--- config.mk ---
export PLATFORM = sky130hd
export DESIGN_NAME = vga_text_ctrl
export DESIGN_NICKNAME = d
export VERILOG_FILES = /design/src/rtl/vga_text_ctrl.sv
export SDC_FILE = /design/constraint.sdc
export NUM_CORES = 1
export LEC_CHECK = 0
export ABC_AREA = 1
export BUFFER_PORTS_ARGS = -buffer_cell sky130_fd_sc_hd__buf_2
export CORE_MARGIN = 2
export CORE_UTILIZATION = 30
export DETAILED_ROUTE_END_ITERATION = 7
export PLACE_DENSITY_LB_ADDON = 0.3
export REMOVE_ABC_BUFFERS = 1
export SYNTH_ARGS = -nofsm -noshare
export SYNTH_HDL_FRONTEND = slang
export SYNTH_SLANG_ARGS = --single-unit
--- constraint.sdc ---
create_clock -name pclk -period 9.1 [get_ports pclk]
set_input_delay 0.455 -clock pclk [delete_from_list [all_inputs] [get_ports pclk]]
set_output_delay 0.455 -clock pclk [all_outputs]
set_load 0.1 [all_outputs]
--- src/rtl/vga_text_ctrl.sv ---
// Text-mode sequencer: 640x480@60 timing, 70x30 grid of 9x16 cells, frame-latched scroll and blinking cursor.
// ram_addr presents S0 cell address; char/h_font/v_font/c_valid/cursor valid in S1; hsync/vsync land in S2.
module vga_text_ctrl #(
  parameter int H_ACTIVE     = 640,
  parameter int H_FP         = 16,
  parameter int H_SYNC       = 96,
  parameter int H_BP         = 48,
  parameter int V_ACTIVE     = 480,
  parameter int V_FP         = 10,
  parameter int V_SYNC       = 2,
  parameter int V_BP         = 33,
  parameter int COLS         = 70,
  parameter int ROWS         = 30,
  parameter int BLINK_FRAMES = 30
) (
  input  logic        pclk,
  input  logic        rst,
  input  logic [4:0]  scroll_row,
  input  logic        cursor_en,
  input  logic [6:0]  cursor_col,
  input  logic [4:0]  cursor_row,
  output logic [11:0] ram_addr,
  input  logic [7:0]  ram_data,
  output logic [7:0]  char,
  output logic [3:0]  h_font,
  output logic [3:0]  v_font,
  output logic        c_valid,
  output logic        cursor,
  output logic        hsync,
  output logic        vsync,
  output logic        frame_start
);

  localparam int H_TOTAL = H_ACTIVE + H_FP + H_SYNC + H_BP;
  localparam int V_TOTAL = V_ACTIVE + V_FP + V_SYNC + V_BP;
  localparam int HW      = $clog2(H_TOTAL);
  localparam int VW      = $clog2(V_TOTAL);
  localparam int BW      = (BLINK_FRAMES > 1) ? $clog2(BLINK_FRAMES) : 1;

  localparam logic [HW-1:0] H_LAST = HW'(H_TOTAL - 1);
  localparam logic [HW-1:0] H_TEXT = HW'(COLS * 9);
  localparam logic [HW-1:0] HS_BEG = HW'(H_ACTIVE + H_FP);
  localparam logic [HW-1:0] HS_END = HW'(H_ACTIVE + H_FP + H_SYNC);
  localparam logic [VW-1:0] V_LAST = VW'(V_TOTAL - 1);
  localparam logic [VW-1:0] V_TEXT = VW'(ROWS * 16);
  localparam logic [VW-1:0] VS_BEG = VW'(V_ACTIVE + V_FP);
  localparam logic [VW-1:0] VS_END = VW'(V_ACTIVE + V_FP + V_SYNC);
  localparam logic [4:0]    ROWS5  = 5'(ROWS);
  localparam logic [6:0]    COLS7  = 7'(COLS);
  localparam logic [BW-1:0] BLINK_LAST = BW'(BLINK_FRAMES - 1);

  logic [HW-1:0] h_cnt;
  logic [VW-1:0] v_cnt;
  logic [3:0]    hf;
  logic [3:0]    vf;
  logic [6:0]    col;
  logic [4:0]    row;

  logic [4:0]    scroll_l;
  logic          cursor_en_l;
  logic [6:0]    cursor_col_l;
  logic [4:0]    cursor_row_l;
  logic          blink;
  logic [BW-1:0] blink_cnt;

  logic [11:0]   addr_q;
  logic          hs_p1;
  logic          vs_p1;

  logic          h_wrap;
  logic          frame_wrap;
  logic          text_area;
  logic [4:0]    scroll_adj;
  logic [5:0]    row_sum;
  logic [4:0]    phys_row;
  logic [11:0]   addr_calc;
  logic          cursor_hit;
  logic          hs_s0;
  logic          vs_s0;

  assign h_wrap     = (h_cnt == H_LAST);
  assign frame_wrap = h_wrap && (v_cnt == V_LAST);
  assign text_area  = (h_cnt < H_TEXT) && (v_cnt < V_TEXT);

  assign scroll_adj = (scroll_row >= ROWS5) ? (scroll_row - ROWS5) : scroll_row;
  assign row_sum    = {1'b0, row} + {1'b0, scroll_l};
  assign phys_row   = (row_sum >= {1'b0, ROWS5}) ? 5'(row_sum - {1'b0, ROWS5}) : row_sum[4:0];
  assign addr_calc  = ({7'd0, phys_row} * {5'd0, COLS7}) + {5'd0, col};

  // Outside the text area the address freezes so the RAM is not toggled needlessly.
  assign ram_addr   = text_area ? addr_calc : addr_q;
  assign char       = ram_data;

  assign cursor_hit = text_area && cursor_en_l && blink &&
                      (col == cursor_col_l) && (row == cursor_row_l);
  assign hs_s0      = !((h_cnt >= HS_BEG) && (h_cnt < HS_END));
  assign vs_s0      = !((v_cnt >= VS_BEG) && (v_cnt < VS_END));

  always_ff @(posedge pclk) begin
    if (rst) begin
      h_cnt <= '0;
      v_cnt <= '0;
      hf    <= '0;
      vf    <= '0;
      col   <= '0;
      row   <= '0;
    end else begin
      h_cnt <= h_wrap ? '0 : h_cnt + 1'b1;

      if (h_wrap) begin
        hf  <= '0;
        col <= '0;
      end else if (h_cnt < H_TEXT) begin
        if (hf == 4'd8) begin
          hf  <= '0;
          col <= col + 7'd1;
        end else begin
          hf  <= hf + 4'd1;
        end
      end

      if (frame_wrap) begin
        v_cnt <= '0;
        vf    <= '0;
        row   <= '0;
      end else if (h_wrap) begin
        v_cnt <= v_cnt + 1'b1;
        if (v_cnt < V_TEXT) begin
          vf <= vf + 4'd1;
          if (vf == 4'd15) row <= row + 5'd1;
        end
      end
    end
  end

  // Display controls only change at the frame boundary to avoid tearing.
  always_ff @(posedge pclk) begin
    if (rst) begin
      scroll_l     <= '0;
      cursor_en_l  <= 1'b0;
      cursor_col_l <= '0;
      cursor_row_l <= '0;
      blink        <= 1'b1;
      blink_cnt    <= '0;
    end else if (frame_wrap) begin
      scroll_l     <= scroll_adj;
      cursor_en_l  <= cursor_en;
      cursor_col_l <= cursor_col;
      cursor_row_l <= cursor_row;
      if (blink_cnt == BLINK_LAST) begin
        blink_cnt <= '0;
        blink     <= ~blink;
      end else begin
        blink_cnt <= blink_cnt + 1'b1;
      end
    end
  end

  always_ff @(posedge pclk) begin
    if (rst) begin
      addr_q      <= '0;
      h_font      <= '0;
      v_font      <= '0;
      c_valid     <= 1'b0;
      cursor      <= 1'b0;
      hs_p1       <= 1'b1;
      vs_p1       <= 1'b1;
      hsync       <= 1'b1;
      vsync       <= 1'b1;
      frame_start <= 1'b0;
    end else begin
      addr_q      <= ram_addr;
      h_font      <= hf;
      v_font      <= vf;
      c_valid     <= text_area;
      cursor      <= cursor_hit;
      hs_p1       <= hs_s0;
      vs_p1       <= vs_s0;
      hsync       <= hs_p1;
      vsync       <= vs_p1;
      // Registered so it is high exactly while S0 sits at h=0, v=0, but never straight out of reset.
      frame_start <= frame_wrap;
    end
  end

endmodule

==> results.md <==
- Final Power: 831 uW
- Power per standard cell area: 146 nW/um^2
- Top_reg_cell synth: dfxtp_1
- Total global routing track utilization: 0.124
- Critical Path End Type: output port
- Iteration-0 DRC Markers: 241
- Max Cap Violations: 0
- Run status: finished clean
- CP startpoint: row[0]$_SDFFE_PP0P_
- Cell depth of the worst setup path: 30
- CP peak stage delay: 420 ps
- P&R area growth vs syn: 14.3%
- Initial core utilization: 0.303
- Num CTS Buffers: 9
- Post-DR vias/cell: 4.37
- Slew Viols, Final: 0
- Commonest non-fill, non-tap cell in the layout: inv_1
- Detail Route Antenna Nets: 0
- CTS tree: built
- Via count: 3994
- Critical Path RT: 8650 ps
- Fin nets: 757
- Xor-xnor portion of the synthesized cell area: 0.0264
- Mean Syn Cell Area: 7.65 sq um
- Hold-fix buffers at CTS: 0
- Post-synth top area cell: dfxtp_1
- Commonest cells after routing, fill and taps aside: inv_1 (108), dfxtp_1 (91), nand2_1 (88)
- Post_cts resized: 0
- Worst hold slack: 327 ps
- Kind of critical path: flop to output port
- RSZ-0062 raised after global routing: no
- Static leakage: 2.57 nW
- Max_slew headroom: 0.352
- Grt ovf: 0
- Clock transition at the registers of the reported paths: 60 ps
- Root Driver: clkbuf_16
- Mapped Area: 4970 sq um
- Mux cell area share after synthesis: 0
- Number of synthesized flops with an enable pin: 0
- Pre-antenna DRT Iters: 4
- Fin crit period: 5610 ps
- Fmax: 178 MHz
- First-pass GRT wire length: 17800 um
- Vias in the first global route: 3791
- RR Startpoint: row[0]$_SDFFE_PP0P_
- Post-synth cell types: 47
- Die area: 17600 sq um
- Clk Latency, worst-skew pair: 350 ps
- Wire per inst: 11.3 um
- Total clock sinks: 91
- Diode count: 0
- Worst setup skew after layout: 4.25 ps
- Largest net degree at the start of global routing: 30
- Max clock buf depth: 2
- Most frequent CP cell: nand2_1
- Post-synth top area share: 0.366
- HPWL after detailed placement: 7950 um
- Critical path fanouts, max: 5
- R2R cell count: 28
- Min-delay src: cursor_col[4]
- Initial antenna violation count: 0
- Register bit count reported by yosys: 91
- Seq/Total Area, Yosys: 0.366
- DRC viols: 0
- Finished Cell Area: 5680 sq um
- # fillers: 1743
- Compound-Gate Fraction of Synth Area: 0.136
- Crit path buf inv count: 6
- I/O Pins: 61
- Synth warnings: 0
- H-Tree Depth: 3
- Post-synth ARST share: 0
- Post-route setup TNS: 0 ps
- Post-CTS setup buffer count: 0
- Setup-failing EPs final: 0
- Port bufs: 44
- Routability cong.: 0.787
- Final Hold Vio Count: 0
- Combinational family with the most area after synthesis: simple AND/OR/NAND/NOR gates
- Die Y-Extent: 133 um
- Final wirelength: 10400 um
- Width of the die: 133 um
- Crit path DAT: 5160 ps
- Crit start category: flop
- Worst-Margin Slew: 968 ps
- Row count: 47
- Top delay family on crit path: adder cells
- Simple-gate share of the synthesized area: 0.258
- Placed cell area: 5370 sq um
- Mapped Cells: 650
- Core ar.: 16400 sq um
- Final Cycle Share: 0.617
- Worst vdd ir: 0.0819 mV
- Adder-Cell Fraction of Synth Area: 0.105
- Crit path max-delay cell type: fa_1
- Largest cells by area after synthesis: dfxtp_1 (37%), ha_1 (9.3%), inv_1 (8.2%)
- Hold Crit Depth: 2
- Share of cells above drive strength 1: 0.170
- Worst Hold Class: input pin to flop
[through the flow]
| step | worst slack (ps) | util | std cells |
|---|---|---|---|
| 2_1_floorplan | 3990 | - | 633 |
| 3_3_place_gp | 3870 | 0.327 | 898 |
| 6_report | 3490 | 0.346 | 913 |
| 5_1_grt | 2920 | 0.346 | 913 |
| 3_5_place_dp | 3810 | 0.327 | 898 |
| 4_1_cts | 3430 | 0.346 | 913 |
[cell families (layout without fill, tap and decap cells)]
logic type	Yosys count	count (layout)
fa+ha+maj	40	40
simple gates	257	257
flops	91	91
buf+inv	133	176
xor+xnor	15	15
compound gates	114	114
[cell usage after synthesis, drive strengths merged (2+ instances only)]
master / instances
buf: 14
nor3b: 6
fa: 3
a22o: 5
ha: 37
xnor2: 7
a32o: 2
a21oi: 38
a31oi: 2
o22ai: 6
nor4: 8
nand3: 41
nand4: 5
nand2: 100
clkbuf: 3
o211ai: 3
nor2: 73
o21ai: 44
inv: 116
nor3: 12
or2: 11
xor2: 8
a211oi: 2
dfxtp: 91
o21a: 6
[metal layers]
metal  track usage  share of wire  up-vias
met5             0              0        -
met4        0.0526          0.019        0
met3        0.0215          0.032       13
met2         0.187           0.42       58
met1         0.174           0.53     1729
li1              -              -     2194
[layout make-up]
cell class | count | area (sq um) | area share
repair buffers | 45 | 228 | 0.0401
multi-input cells | 426 | 2610 | 0.460
well taps | 220 | 275 | 0.0484
clock inverters | 4 | 76.3 | 0.0134
flip-flops and latches | 91 | 1820 | 0.321
inverters | 116 | 435 | 0.0766
clock buffers | 11 | 233 | 0.0410
[flip-flops by register name, indices dropped and copies added (netlist names), 4 cells and up]
| register | count |
|---|---|
| scroll_l | 5 |
| col | 7 |
| h_cnt | 10 |
| h_font | 4 |
| vf | 4 |
| cursor_row_l | 5 |
| hf | 4 |
| addr_q | 12 |
| row | 5 |
| v_cnt | 10 |
| cursor_col_l | 7 |
| blink_cnt | 5 |
| v_font | 4 |
[power breakdown]
part	total (mW)	internal [mW]	switching [mW]
sequential	0.403	0.401	0.00168
clock	0.397	0.240	0.157
combinational	0.0311	0.00833	0.0227
total	0.831	0.650	0.181
[worst paths after layout]
check | endpoint | slack, ps
max | ram_addr[10] | 3490
min | cursor_col_l[4]$_SDFFE_PP0P_ | 330
max reg2reg | addr_q[10]$_SDFF_PP0_ | 4580
min reg2reg | hsync$_SDFF_PP1_ | 410
Power figures use the tool's default switching activity.
